===== config.mk =====
export PLATFORM = sky130hd
export DESIGN_NAME = stream_load
export DESIGN_NICKNAME = d
export VERILOG_FILES = /design/src/rtl/stream_load_pkg.sv /design/src/rtl/stream_load.sv
export SDC_FILE = /design/constraint.sdc
export NUM_CORES = 1
export LEC_CHECK = 0
export CORE_MARGIN = 4
export CORE_UTILIZATION = 36
export CTS_CLUSTER_SIZE = 8
export DETAILED_ROUTE_END_ITERATION = 8
export SYNTH_ARGS = -nofsm -noshare
export SYNTH_HDL_FRONTEND = slang
export SYNTH_SLANG_ARGS = --single-unit

===== constraint.sdc =====
create_clock -name clk -period 7.9 [get_ports clk]
set_clock_uncertainty 0.2 [all_clocks]
set_input_delay 1.58 -clock clk [delete_from_list [all_inputs] [get_ports clk]]
set_output_delay 1.58 -clock clk [all_outputs]
set_load 0.02 [all_outputs]

===== src/rtl/stream_load_pkg.sv =====
// Shared constants and state encoding for the stream_load image receiver.
//   DefDataWidth / DefAddrWidth / DefDepth : default parameter values
//   state_e                                : receiver FSM encoding (IDLE=0 .. DONE=4)
package stream_load_pkg;

  localparam int unsigned DefDataWidth = 8;
  localparam int unsigned DefAddrWidth = 18;
  localparam int unsigned DefDepth     = 262144;

  typedef enum logic [2:0] {
    StIdle = 3'd0,
    StHdr  = 3'd1,
    StChk  = 3'd2,
    StPix  = 3'd3,
    StDone = 3'd4
  } state_e;

endpackage


===== src/rtl/stream_load.sv =====
// Byte-stream image receiver. Parses a 4-byte big-endian header (M, N), then writes
// M*N pixels row-major into the input SRAM starting at address 0.
// Ports:
//   clk, rst         : clock, asynchronous active-high reset
//   en               : load enable, held high for the whole load
//   s_data/s_valid   : inbound stream byte and valid
//   s_ready          : stream accept; transfer on s_valid & s_ready at posedge
//   addr/data/wr     : SRAM write port (registered, one-cycle latency)
//   M, N             : image rows / columns from the header
//   dataCount        : pixels written so far
//   loadF            : load finished (level, high while in DONE)
//   err              : header rejected because M*N exceeds DEPTH
module stream_load
  import stream_load_pkg::*;
#(
  parameter int unsigned DATA_WIDTH = DefDataWidth,
  parameter int unsigned ADDR_WIDTH = DefAddrWidth,
  parameter int unsigned DEPTH      = DefDepth
) (
  input  logic                  clk,
  input  logic                  rst,
  input  logic                  en,
  input  logic [DATA_WIDTH-1:0] s_data,
  input  logic                  s_valid,
  output logic                  s_ready,
  output logic [ADDR_WIDTH-1:0] addr,
  output logic [DATA_WIDTH-1:0] data,
  output logic                  wr,
  output logic [15:0]           M,
  output logic [15:0]           N,
  output logic [31:0]           dataCount,
  output logic                  loadF,
  output logic                  err
);

  localparam logic [31:0] DepthW = 32'(DEPTH);

  state_e                state_q, state_d;
  logic [1:0]            idx_q, idx_d;
  logic [15:0]           m_q, m_d, n_q, n_d;
  logic [31:0]           prod_q, prod_d;
  logic [31:0]           cnt_q, cnt_d;
  logic [ADDR_WIDTH-1:0] addr_q, addr_d;
  logic [DATA_WIDTH-1:0] data_q, data_d;
  logic                  wr_q, wr_d;
  logic                  err_q, err_d;

  logic        hs;
  logic [31:0] prod_c;
  logic [31:0] cnt_inc;

  // Gated by en so a byte is never consumed in the cycle an abort is taking effect.
  assign s_ready = en && ((state_q == StHdr) || (state_q == StPix));
  assign hs      = s_valid && s_ready;
  assign prod_c  = 32'(m_q) * 32'(n_q);
  assign cnt_inc = cnt_q + 32'd1;

  always_comb begin
    state_d = state_q;
    idx_d   = idx_q;
    m_d     = m_q;
    n_d     = n_q;
    prod_d  = prod_q;
    cnt_d   = cnt_q;
    addr_d  = addr_q;
    data_d  = data_q;
    wr_d    = 1'b0;
    err_d   = err_q;

    unique case (state_q)
      StIdle: begin
        if (en) begin
          cnt_d   = '0;
          err_d   = 1'b0;
          idx_d   = '0;
          state_d = StHdr;
        end
      end
      StHdr: begin
        if (!en) begin
          state_d = StIdle;
        end else if (hs) begin
          idx_d = idx_q + 2'd1;
          unique case (idx_q)
            2'd0: m_d[15:8] = s_data[7:0];
            2'd1: m_d[7:0]  = s_data[7:0];
            2'd2: n_d[15:8] = s_data[7:0];
            2'd3: n_d[7:0]  = s_data[7:0];
            default: ;
          endcase
          if (idx_q == 2'd3) state_d = StChk;
        end
      end
      StChk: begin
        if (!en) begin
          state_d = StIdle;
        end else begin
          prod_d = prod_c;
          if (prod_c == 32'd0) begin
            state_d = StDone;
          end else if (prod_c > DepthW) begin
            err_d   = 1'b1;
            state_d = StDone;
          end else begin
            state_d = StPix;
          end
        end
      end
      StPix: begin
        if (!en) begin
          state_d = StIdle;
        end else if (hs) begin
          addr_d = cnt_q[ADDR_WIDTH-1:0];
          data_d = s_data;
          wr_d   = 1'b1;
          cnt_d  = cnt_inc;
          if (cnt_inc == prod_q) state_d = StDone;
        end
      end
      StDone: begin
        if (!en) state_d = StIdle;
      end
      default: state_d = StIdle;
    endcase
  end

  always_ff @(posedge clk or posedge rst) begin
    if (rst) begin
      state_q <= StIdle;
      idx_q   <= '0;
      m_q     <= '0;
      n_q     <= '0;
      prod_q  <= '0;
      cnt_q   <= '0;
      addr_q  <= '0;
      data_q  <= '0;
      wr_q    <= 1'b0;
      err_q   <= 1'b0;
    end else begin
      state_q <= state_d;
      idx_q   <= idx_d;
      m_q     <= m_d;
      n_q     <= n_d;
      prod_q  <= prod_d;
      cnt_q   <= cnt_d;
      addr_q  <= addr_d;
      data_q  <= data_d;
      wr_q    <= wr_d;
      err_q   <= err_d;
    end
  end

  assign addr      = addr_q;
  assign data      = data_q;
  assign wr        = wr_q;
  assign M         = m_q;
  assign N         = n_q;
  assign dataCount = cnt_q;
  assign err       = err_q;
  // The last pixel's write pulse and loadF both appear in the first DONE cycle.
  assign loadF     = (state_q == StDone);

endmodule


==> results.md, run 1 <==
* Status: finished, final reports clean
* Distinct cells, synth at 70
* Clock Sinks at 129
* Hold/Removal Path Class: reg2reg
* Placer Congestion at 0.890
* Clock-pin slew on the worst setup and hold paths at 0.06 ns
* Synth async-reset ratio at 100%
* Cell Area, Synth at 0.0154 sq mm
* RSZ-0062 raised after global routing: false
* Max-cap violations at 0
* Root buf cell: clkbuf_16
* Grt ovf at 0
* RR Endpoint: state_q[0]
* Post-synthesis sequential element count at 129
* Worst Reg-to-Reg Cells at 20
* Most used flip-flop cell after synthesis: dfrtp_1
* Tot GR Track Use at 18.3%
* Setup slack, reg-to-reg at 0.58 ns
* Commonest non-fill, non-tap cell in the layout: nand2_1
* Seq/Total Area, Yosys at 21.0%
* Chip width at 215 um
* TNS Setup at 0 ns
* Slew Viols, Final at 0
* Max Fclk at 0.137 GHz
* Clock buffer depth at 2
* Critical path peak fanout at 18
* Slew margin rel. at 36.3%
* Routed vias at 12,344
* CP max stage delay at 0.96 ns
* Drt total wl at 41,700 um
* ANT nets after route at 0
* Crit path kind: reg2reg
* Pin count of the biggest net entering global routing at 66
* Final Core Density at 41.4%
* Final nets at 2,099
* Synth warnings at 0
* Most frequent CP cell: fa_1
* Final WS setup at 0.583 ns
* Critical path endpoint: state_q[0]
* Routed len/inst at 17.8 um
* Worst-path cell chain: nand2_1 > fa_1 > fa_1 > inv_1 > fa_1 > fa_1 > fa_1 > inv_1 > fa_1 > inv_1 > ha_1 > a21o_1 > a311o_1 > a21boi_0 > and4_1 > or4_1 > nand3_1 > nor4_1 > nand4_1 > a211oi_2
* Syn Inst Count at 1,737
* Avg Cell Area, Syn at 8.86 sq um
* Syn nets at 2,052
* Post-synth EDFFs at 0
* Final Setup Violations at 0
* Area after DPL at 0.0169 sq mm
* Critical Path Stages at 20
* Drt pass-1 iters at 6
* First-pass GRT wire length at 68,300 um
* # resized after CTS at 0
* CTS tree: done
* Most frequent cells in the layout: nand2_1 (294), inv_1 (255), fa_1 (194)
* Filler Cell Count at 4,146
* Placeable Area at 0.0421 sq mm
* Final period utilization at 92.6%
* Worst setup EP type: flop
* Slowest CP cell: dfrtp_1
* CP bufs+invs at 3
* Total CTS buffers at 17
* DP HPWL at 32,200 um
* Worst-Skew Late Latency at 0.44 ns
* Post-CTS Setup Bufs at 0
* Iteration-0 DRC Markers at 872
* Critical path origin: M[12]
* Number of global-route vias before repair at 12,579
* Chip Height at 215 um
* I/O Pins at 106
* Startpoint types: flop
* Layout cells sized above 1 at 5.84%
* DR vias/cell at 5.28
* H-Tree Depth at 4
* Port Buffer Count at 105
* Worst reg2reg path startpoint: M[12]
* Fin area at 0.0174 sq mm
* Starting Density at 36.5%
* DRC violations left at 0
* Die area at 0.0461 sq mm
* CP top delay family: adder cells
* Area growth syn-to-layout at 13.2%
* Final hold violations at 0
* Area of the multi-input gates at 0.0109 sq mm
* Initial antenna violation count at 0
* Sequential Area at 0.00323 sq mm
* Actual slew at the worst max-slew pin at 0.956 ns
* CP Data Required Time at 8.06 ns
* Row cnt at 75
* Data arrival, critical path at 7.48 ns
* Hold_buf cts at 0
* Minimum clock period at 7.32 ns
* Post-place setup slack at 0.607 ns
## state kept, by name, indices dropped and copies added (netlist names)
| name | count |
|---|---|
| idx_q | 2 |
| M | 16 |
| wr | 1 |
| dataCount | 32 |
| prod_q | 32 |
| N | 16 |
| addr | 18 |
| err | 1 |
| state_q | 3 |
| data | 8 |
## cells by family after synthesis
kind of cell | synth area share (%)
xor+xnor | 3.47
mux | 3.73
simple gates | 18.9
compound gates | 10.3
flops | 21.0
buf+inv | 8.54
fa+ha+maj | 34.2
## cells in the mapped netlist (3+ instances only)
master | number | area share [%]
nand2_1 | 294 | 7.2
inv_1 | 256 | 6.2
fa_1 | 194 | 25
dfrtp_1 | 129 | 21
and2_1 | 125 | 5.1
ha_1 | 109 | 8.9
o21ai_0 | 90 | 2.9
clkbuf_1 | 68 | 1.7
mux2_2 | 49 | 3.6
nor2_1 | 49 | 1.2
a21oi_1 | 48 | 1.6
xnor2_1 | 40 | 2.3
nand4_1 | 32 | 1.3
xor2_1 | 21 | 1.2
nand3_1 | 19 | 0.62
a21o_1 | 18 | 0.88
nor3_1 | 16 | 0.52
o31ai_1 | 13 | 0.63
and3_1 | 12 | 0.49
buf_2 | 12 | 0.39
nor4_1 | 12 | 0.49
a211oi_1 | 10 | 0.49
a31oi_1 | 10 | 0.41
or3_1 | 9 | 0.37
buf_1 | 8 | 0.20
nand2b_1 | 6 | 0.24
o2111ai_1 | 6 | 0.34
and4_1 | 5 | 0.28
o211ai_1 | 5 | 0.24
or4_1 | 5 | 0.24
a22o_1 | 4 | 0.23
nor2b_1 | 4 | 0.16
o21a_1 | 4 | 0.20
a21boi_0 | 3 | 0.15
a221oi_1 | 3 | 0.17
nor3b_1 | 3 | 0.15
o311ai_0 | 3 | 0.17
o41ai_1 | 3 | 0.17
## per-layer routing
layer	wire, um	part of all wire [%]	up-vias	global-route usage (%)
met1	17900	43	6255	24.0
li1	-	-	5728	-
met4	742	1.8	0	4.93
met5	0	0	-	0
met3	2050	4.9	37	3.05
met2	21000	50	324	31.5
## how the worst min path moves through the flow
stage / slack, ns / start / depth (start not counted) / to
finish: 0.27 / addr[5] / 2 / addr[5]
global route: 0.29 / addr[5] / 2 / addr[5]
CTS: 0.28 / addr[5] / 2 / addr[5]
detailed placement: 0.26 / addr[5] / 2 / addr[5]
global placement: 0.26 / addr[17] / 2 / addr[17]
floorplan: 0.24 / state_q[2] / 1 / state_q[0]
## worst min-delay path: cells and delay by family (launching register included)
kind / cells / cell delay [ns]
flops: 1 / 0.34
simple gates: 2 / 0.10
## layout make-up
type	count	share of cell area [%]
antenna	1	0.0144
clock buffer	19	2.48
timing repair buffer	117	6.55
clock inverter	13	0.725
multi-input combinational	1262	62.3
sequential	129	18.5
tap	539	3.87
inverter	257	5.55
## through the flow
step                std cells  hold slack (ns)
detailed placement       2304            0.262
global route             2336            0.291
floorplan                1737            0.238
global placement         2304            0.258
finish                   2337            0.273
CTS                      2336            0.279
Power of run 1 is not shown: default switching activity piles up to over one toggle a cycle in this logic, so the estimate is an artifact.
==> inputs of run 2 (changes only) <==
--- a/config.mk
+++ b/config.mk
@@ -9,6 +9,7 @@
 export CORE_UTILIZATION = 36
 export CTS_CLUSTER_SIZE = 8
 export DETAILED_ROUTE_END_ITERATION = 8
+export MAX_ROUTING_LAYER = met4
 export SYNTH_ARGS = -nofsm -noshare
 export SYNTH_HDL_FRONTEND = slang
 export SYNTH_SLANG_ARGS = --single-unit
==> run 2 against run 1 <==
Critical path depth unchanged; global-route usage up 0.84 points; highest routed layer unchanged; hold slack worse by 0.0015 ns; largest cell class unchanged; wire length up 1.8%; critical path type unchanged; setup slack worse by 0.17 ns; critical endpoint is now state_q[2]; cell count about the same.
==> results.md, run 2 (synthesized netlist as in run 1, its figures left out) <==
* Worst-Skew Late Latency at 0.44 ns (about the same)
* First-pass GRT wire length at 69,400 um (+1.6%)
* Tot GR Track Use at 19.2% (+0.84 points)
* I/O Pins at 106 (unchanged)
* Placer Congestion at 0.918 (+3.1%)
* H-Tree Depth at 4 (unchanged)
* Number of global-route vias before repair at 12,632 (+0.42%)
* Chip width at 215 um (unchanged)
* Max Fclk at 0.134 GHz (-2.2%)
* CP top delay family: adder cells
* Startpoint types: flop
* Iteration-0 DRC Markers at 829 (-4.9%)
* Met2 Resource Use GR at 32.4% (+0.82 points)
* Status: finished, final reports clean
* DR vias/cell at 5.29 (+0.13%)
* Most frequent CP cell: fa_1
* Post-CTS Setup Bufs at 0 (unchanged)
* CP max stage delay at 0.96 ns (about the same)
* Number of diodes at 0 (-1)
* Total CTS buffers at 17 (unchanged)
* Hold/Removal Path Class: reg2reg
* Port Buffer Count at 105 (unchanged)
* TNS Setup at 0 ns (unchanged)
* Layout cells sized above 1 at 5.85% (about the same)
* Actual slew at the worst max-slew pin at 0.957 ns (+0.00152 ns)
* Met1 GRT Util at 24.4% (+0.42 points)
* Worst-path cell chain: nand2_1 > fa_1 > inv_1 > fa_1 > fa_1 > fa_1 > fa_1 > inv_1 > fa_1 > inv_1 > ha_1 > a21o_1 > a311o_1 > a21boi_0 > and4_1 > or4_1 > nand3_1 > nor4_1 > nand3_1 > a31o_1
* Chip Height at 215 um (unchanged)
* CP Data Required Time at 8.03 ns (-0.03 ns)
* Drt total wl at 42,400 um (+1.8%)
* DP HPWL at 32,700 um (+1.4%)
* Clock-pin slew on the worst setup and hold paths at 0.06 ns (about the same)
* ANT nets after route at 0 (unchanged)
* Slew Viols, Final at 0 (unchanged)
* CTS tree: done
* DRC violations left at 0 (unchanged)
* Routed vias at 12,350 (+0.049%)
* Final Setup Violations at 0 (unchanged)
* Row cnt at 75 (unchanged)
* Final hold violations at 0 (unchanged)
* Slew margin rel. at 36.2% (-0.10 points)
* Most frequent cells in the layout: nand2_1 (294), inv_1 (255), fa_1 (194)
* Hold_buf cts at 0 (unchanged)
* Root buf cell: clkbuf_16
* Worst setup EP type: flop
* Grt met3 use at 2.66% (-0.40 points)
* Drt pass-1 iters at 5 (-1)
* Slowest CP cell: dfrtp_1
* Starting Density at 36.5% (unchanged)
* Critical path peak fanout at 18 (unchanged)
* CP bufs+invs at 3 (unchanged)
* Grt ovf at 0 (unchanged)
* Minimum clock period at 7.48 ns (+0.166 ns)
* Max-cap violations at 0 (unchanged)
* Crit path kind: reg2reg
* Clock buffer depth at 2 (unchanged)
* Pin count of the biggest net entering global routing at 50 (-24%)
* Data arrival, critical path at 7.61 ns (+0.13 ns)
* Routed len/inst at 18.2 um (+1.9%)
* RSZ-0062 raised after global routing: false
* Area growth syn-to-layout at 13.3% (about the same)
* Die area at 0.0461 sq mm (unchanged)
* Final period utilization at 94.7% (+2.1 points)
* Clock Sinks at 129 (unchanged)
* Commonest non-fill, non-tap cell in the layout: nand2_1
* Placeable Area at 0.0421 sq mm (unchanged)
* Initial antenna violation count at 0 (unchanged)
* Final nets at 2,099 (unchanged)
* Global route hottest layer: met2
* # resized after CTS at 0 (unchanged)
run 2: cell count changes in the layout (fill, tap and decap cells not counted), sizes merged:
cell      before  now
clkinv         3    7
clkinvlp       3    0
inv          263  260
bufinv         1    2
diode          1    0
run 2: through the flow:
| step | util, % | std cells | setup slack [ns] | hold slack [ns] | instance area (sq um) |
|---|---|---|---|---|---|
| after global routing | 41.4 | 2335 | 0.0887 | 0.297 | 17400 |
| after CTS | 41.4 | 2335 | 0.456 | 0.278 | 17400 |
| after detailed placement | 40.0 | 2304 | 0.486 | 0.264 | 16900 |
| after floorplan | - | 1737 | 1.17 | 0.238 | 15400 |
| after global placement | 40.0 | 2304 | 0.642 | 0.257 | 16900 |
| final | 41.4 | 2335 | 0.417 | 0.272 | 17400 |
run 2: cell type report:
class / instances / area, sq um
clock buffer: 19 / 443
clock inverter: 12 / 133
fill: 4140 / 24700
inverter: 257 / 967
multi-input combinational: 1262 / 10900
sequential: 129 / 3230
tap: 539 / 674
timing repair buffer: 117 / 1140
run 2: worst paths after layout:
path / end / from / slack (ns) / cells past startpoint
setup / recovery: state_q[2] / M[12] / 0.42 / 20
hold / removal: data[0] / data[0] / 0.27 / 2
setup reg to reg: state_q[2] / M[12] / 0.42 / 20
hold reg to reg: data[0] / data[0] / 0.27 / 2
max in group asynchronous: dataCount[12] / rst / 5.08 / 3
min in group asynchronous: prod_q[8] / rst / 1.40 / 2
run 2: worst min-delay path: stages (launching register included):
cell,delay [ns]
dfrtp_1,0.34
nand2_1,0.05
nand2_1,0.05
run 2: metal layers:
metal	wire length [um]	share of wire (%)
met1	18500	44
met2	21400	50
met3	1710	4.0
met4	819	1.9
met5	0	0
Power of run 2 is left out for the same reason.
==> inputs of run 3 (changes only) <==
--- a/config.mk
+++ b/config.mk
@@ -10,6 +10,7 @@
 export CTS_CLUSTER_SIZE = 8
 export DETAILED_ROUTE_END_ITERATION = 8
 export MAX_ROUTING_LAYER = met4
+export RECOVER_POWER = 100
 export SYNTH_ARGS = -nofsm -noshare
 export SYNTH_HDL_FRONTEND = slang
 export SYNTH_SLANG_ARGS = --single-unit
==> run 3 against run 2 <==
The flow now finishes with violations (capacitance limit, slew limit); clock-buffer cell count unchanged; global-route usage unchanged; first-iteration DRC count increased by 8.9%; cell area decreased by 0.19%; cell count unchanged; setup slack improved by 0.011 ns; non-clock buffer count unchanged; die area unchanged; sequential cell count unchanged; wire length about the same; hold slack got worse by 0.0056 ns; critical path type unchanged.
==> results.md, run 3 (synthesized netlist as in run 1, its figures left out) <==
* Worst-Skew Late Latency at 0.44 ns (about the same)
* Final hold violations at 0 (unchanged)
* Drt total wl at 42,400 um (about the same)
* Data arrival, critical path at 7.60 ns (about the same)
* Final Setup Violations at 0 (unchanged)
* Minimum clock period at 7.47 ns (-0.0112 ns)
* Slowest CP cell: dfrtp_1
* Clock-pin slew on the worst setup and hold paths at 0.06 ns (about the same)
* Failing checks: capacitance limit, slew limit
* Worst reg2reg path startpoint: M[12]
* Drt pass-1 iters at 5 (unchanged)
* Pin count of the biggest net entering global routing at 50 (unchanged)
* Final period utilization at 94.6% (-0.14 points)
* Critical path peak fanout at 18 (unchanged)
* Number of global-route vias before repair at 12,632 (unchanged)
* CP Data Required Time at 8.03 ns (about the same)
* Setup slack, reg-to-reg at 0.43 ns (about the same)
* Area growth syn-to-layout at 13.1%
* Layout cells sized above 1 at 5.29% (-0.56 points)
* Most frequent CP cell: fa_1
* RSZ-0062 raised after global routing: false
* DP HPWL at 32,700 um (unchanged)
* Critical path origin: M[12]
* Startpoint types: flop
* Clock Sinks at 129 (unchanged)
* Top layer in use: met4
* Total CTS buffers at 17 (unchanged)
* Initial antenna violation count at 0 (unchanged)
* Worst-path cell chain: nand2_1 > fa_1 > inv_1 > fa_1 > fa_1 > fa_1 > fa_1 > inv_1 > fa_1 > inv_1 > ha_1 > a21o_1 > a311o_1 > a21boi_0 > and4_1 > or4_1 > nand3_1 > nor4_1 > nand3_1 > a31o_1
* Placer Congestion at 0.918 (unchanged)
* RR Endpoint: state_q[2]
* DR vias/cell at 5.30 (+0.13%)
* Actual slew at the worst max-slew pin at 2.32 ns (+1.37 ns)
* First-pass GRT wire length at 69,400 um (unchanged)
* Commonest non-fill, non-tap cell in the layout: nand2_1
* Slew Viols, Final at 226 (+226)
* Chip Height at 215 um (unchanged)
* Final nets at 2,099 (unchanged)
* Met2 wire len at 21,300 um (-0.51%)
* TNS Setup at 0 ns (unchanged)
* Placeable Area at 0.0421 sq mm (unchanged)
* Routed len/inst at 18.2 um (about the same)
* CTS tree: done
* Clock buffer depth at 2 (unchanged)
* Grt ovf at 0 (unchanged)
* Crit path kind: reg2reg
* H-Tree Depth at 4 (unchanged)
* # resized after CTS at 0 (unchanged)
* Starting Density at 36.5% (unchanged)
* Die area at 0.0461 sq mm (unchanged)
* I/O Pins at 106 (unchanged)
* Routed vias at 12,366 (+0.13%)
* Port Buffer Count at 105 (unchanged)
* Area of the multi-input gates at 0.0109 sq mm (about the same)
* Post-CTS Setup Bufs at 0 (unchanged)
* Chip width at 215 um (unchanged)
* Number of diodes at 0 (unchanged)
* Root buf cell: clkbuf_16
* Worst setup EP type: flop
* Met3 wire length at 1840 um (+7.5%)
* ANT nets after route at 0 (unchanged)
* Tot GR Track Use at 19.2% (unchanged)
* Critical path endpoint: state_q[2]
* Status: complete, but fails checks
* Sequential Area at 0.00323 sq mm (unchanged)
* Row cnt at 75 (unchanged)
* Max-cap violations at 5 (+5)
* Hold/Removal Path Class: reg2reg
* CP max stage delay at 0.93 ns (-0.03 ns)
* Worst Reg-to-Reg Cells at 20 (unchanged)
* Iteration-0 DRC Markers at 903 (+8.9%)
* Filler Cell Count at 4,148 (+0.19%)
* Met1 WL at 18,400 um (-0.41%)
* Most frequent cells in the layout: nand2_1 (294), inv_1 (256), fa_1 (194)
* Slew margin rel. at -55.7% (-92 points)
* DRC violations left at 0 (unchanged)
* Max Fclk at 0.134 GHz (+0.15%)
* Hold_buf cts at 0 (unchanged)
-- run 3: changes by cell type in the layout (fill, tap and decap cells not counted), sizes merged --
cell / before / now
clkbuf: 19 / 25
inv: 260 / 259
clkdlybuf4s50: 105 / 10
buf: 12 / 6
dlygate4sd3: 0 / 95
clkinvlp: 0 / 1
-- run 3: worst min-delay path by stage --
stage                     startpoint         end  slack [ns]  cells after the start
after floorplan           state_q[2]  state_q[0]        0.24                      1
after global placement      addr[17]    addr[17]        0.26                      2
after detailed placement     addr[7]     addr[7]        0.26                      2
after CTS                    data[0]     data[0]        0.28                      2
after global routing         addr[3]     addr[3]        0.29                      2
final                        data[0]     data[0]        0.27                      2
-- run 3: layer usage --
| layer | GRT usage [%] | vias to the layer above |
|---|---|---|
| met2 | 32.4 | 293 |
| met3 | 2.66 | 51 |
| met4 | 4.91 | 0 |
| met5 | - | - |
| met1 | 24.4 | 6310 |
| li1 | - | 5712 |
-- run 3: stage by stage --
stage          cell area [sq um]  instances  hold slack [ns]  util, %  setup WS, ns
2_1_floorplan              15400       1737            0.238        -          1.17
3_3_place_gp               16900       2304            0.257     40.0         0.642
3_5_place_dp               16900       2304            0.264     40.0         0.486
4_1_cts                    17400       2335            0.278     41.4         0.456
5_1_grt                    17400       2335            0.292     41.3        0.0929
6_report                   17400       2335            0.266     41.3         0.428
-- run 3: area by class of cell --
class	instances	area share, %
multi-input cells	1262	62.3
flip-flops and latches	129	18.5
well taps	539	3.87
repair buffers	117	6.42
clock buffers	19	2.54
inverters	257	5.55
clock inverters	12	0.762
-- run 3: worst max-delay path: cells and delay by family (launching register included) --
kind,cells,cell delay [ns]
AO/OA/AOI/OAI,4,1.07
adder cells (fa/ha/maj),7,3.47
buffers and inverters,3,0.15
flip-flops,1,0.93
AND/OR/NAND/NOR,6,1.51
Power of run 3 is left out for the same reason.
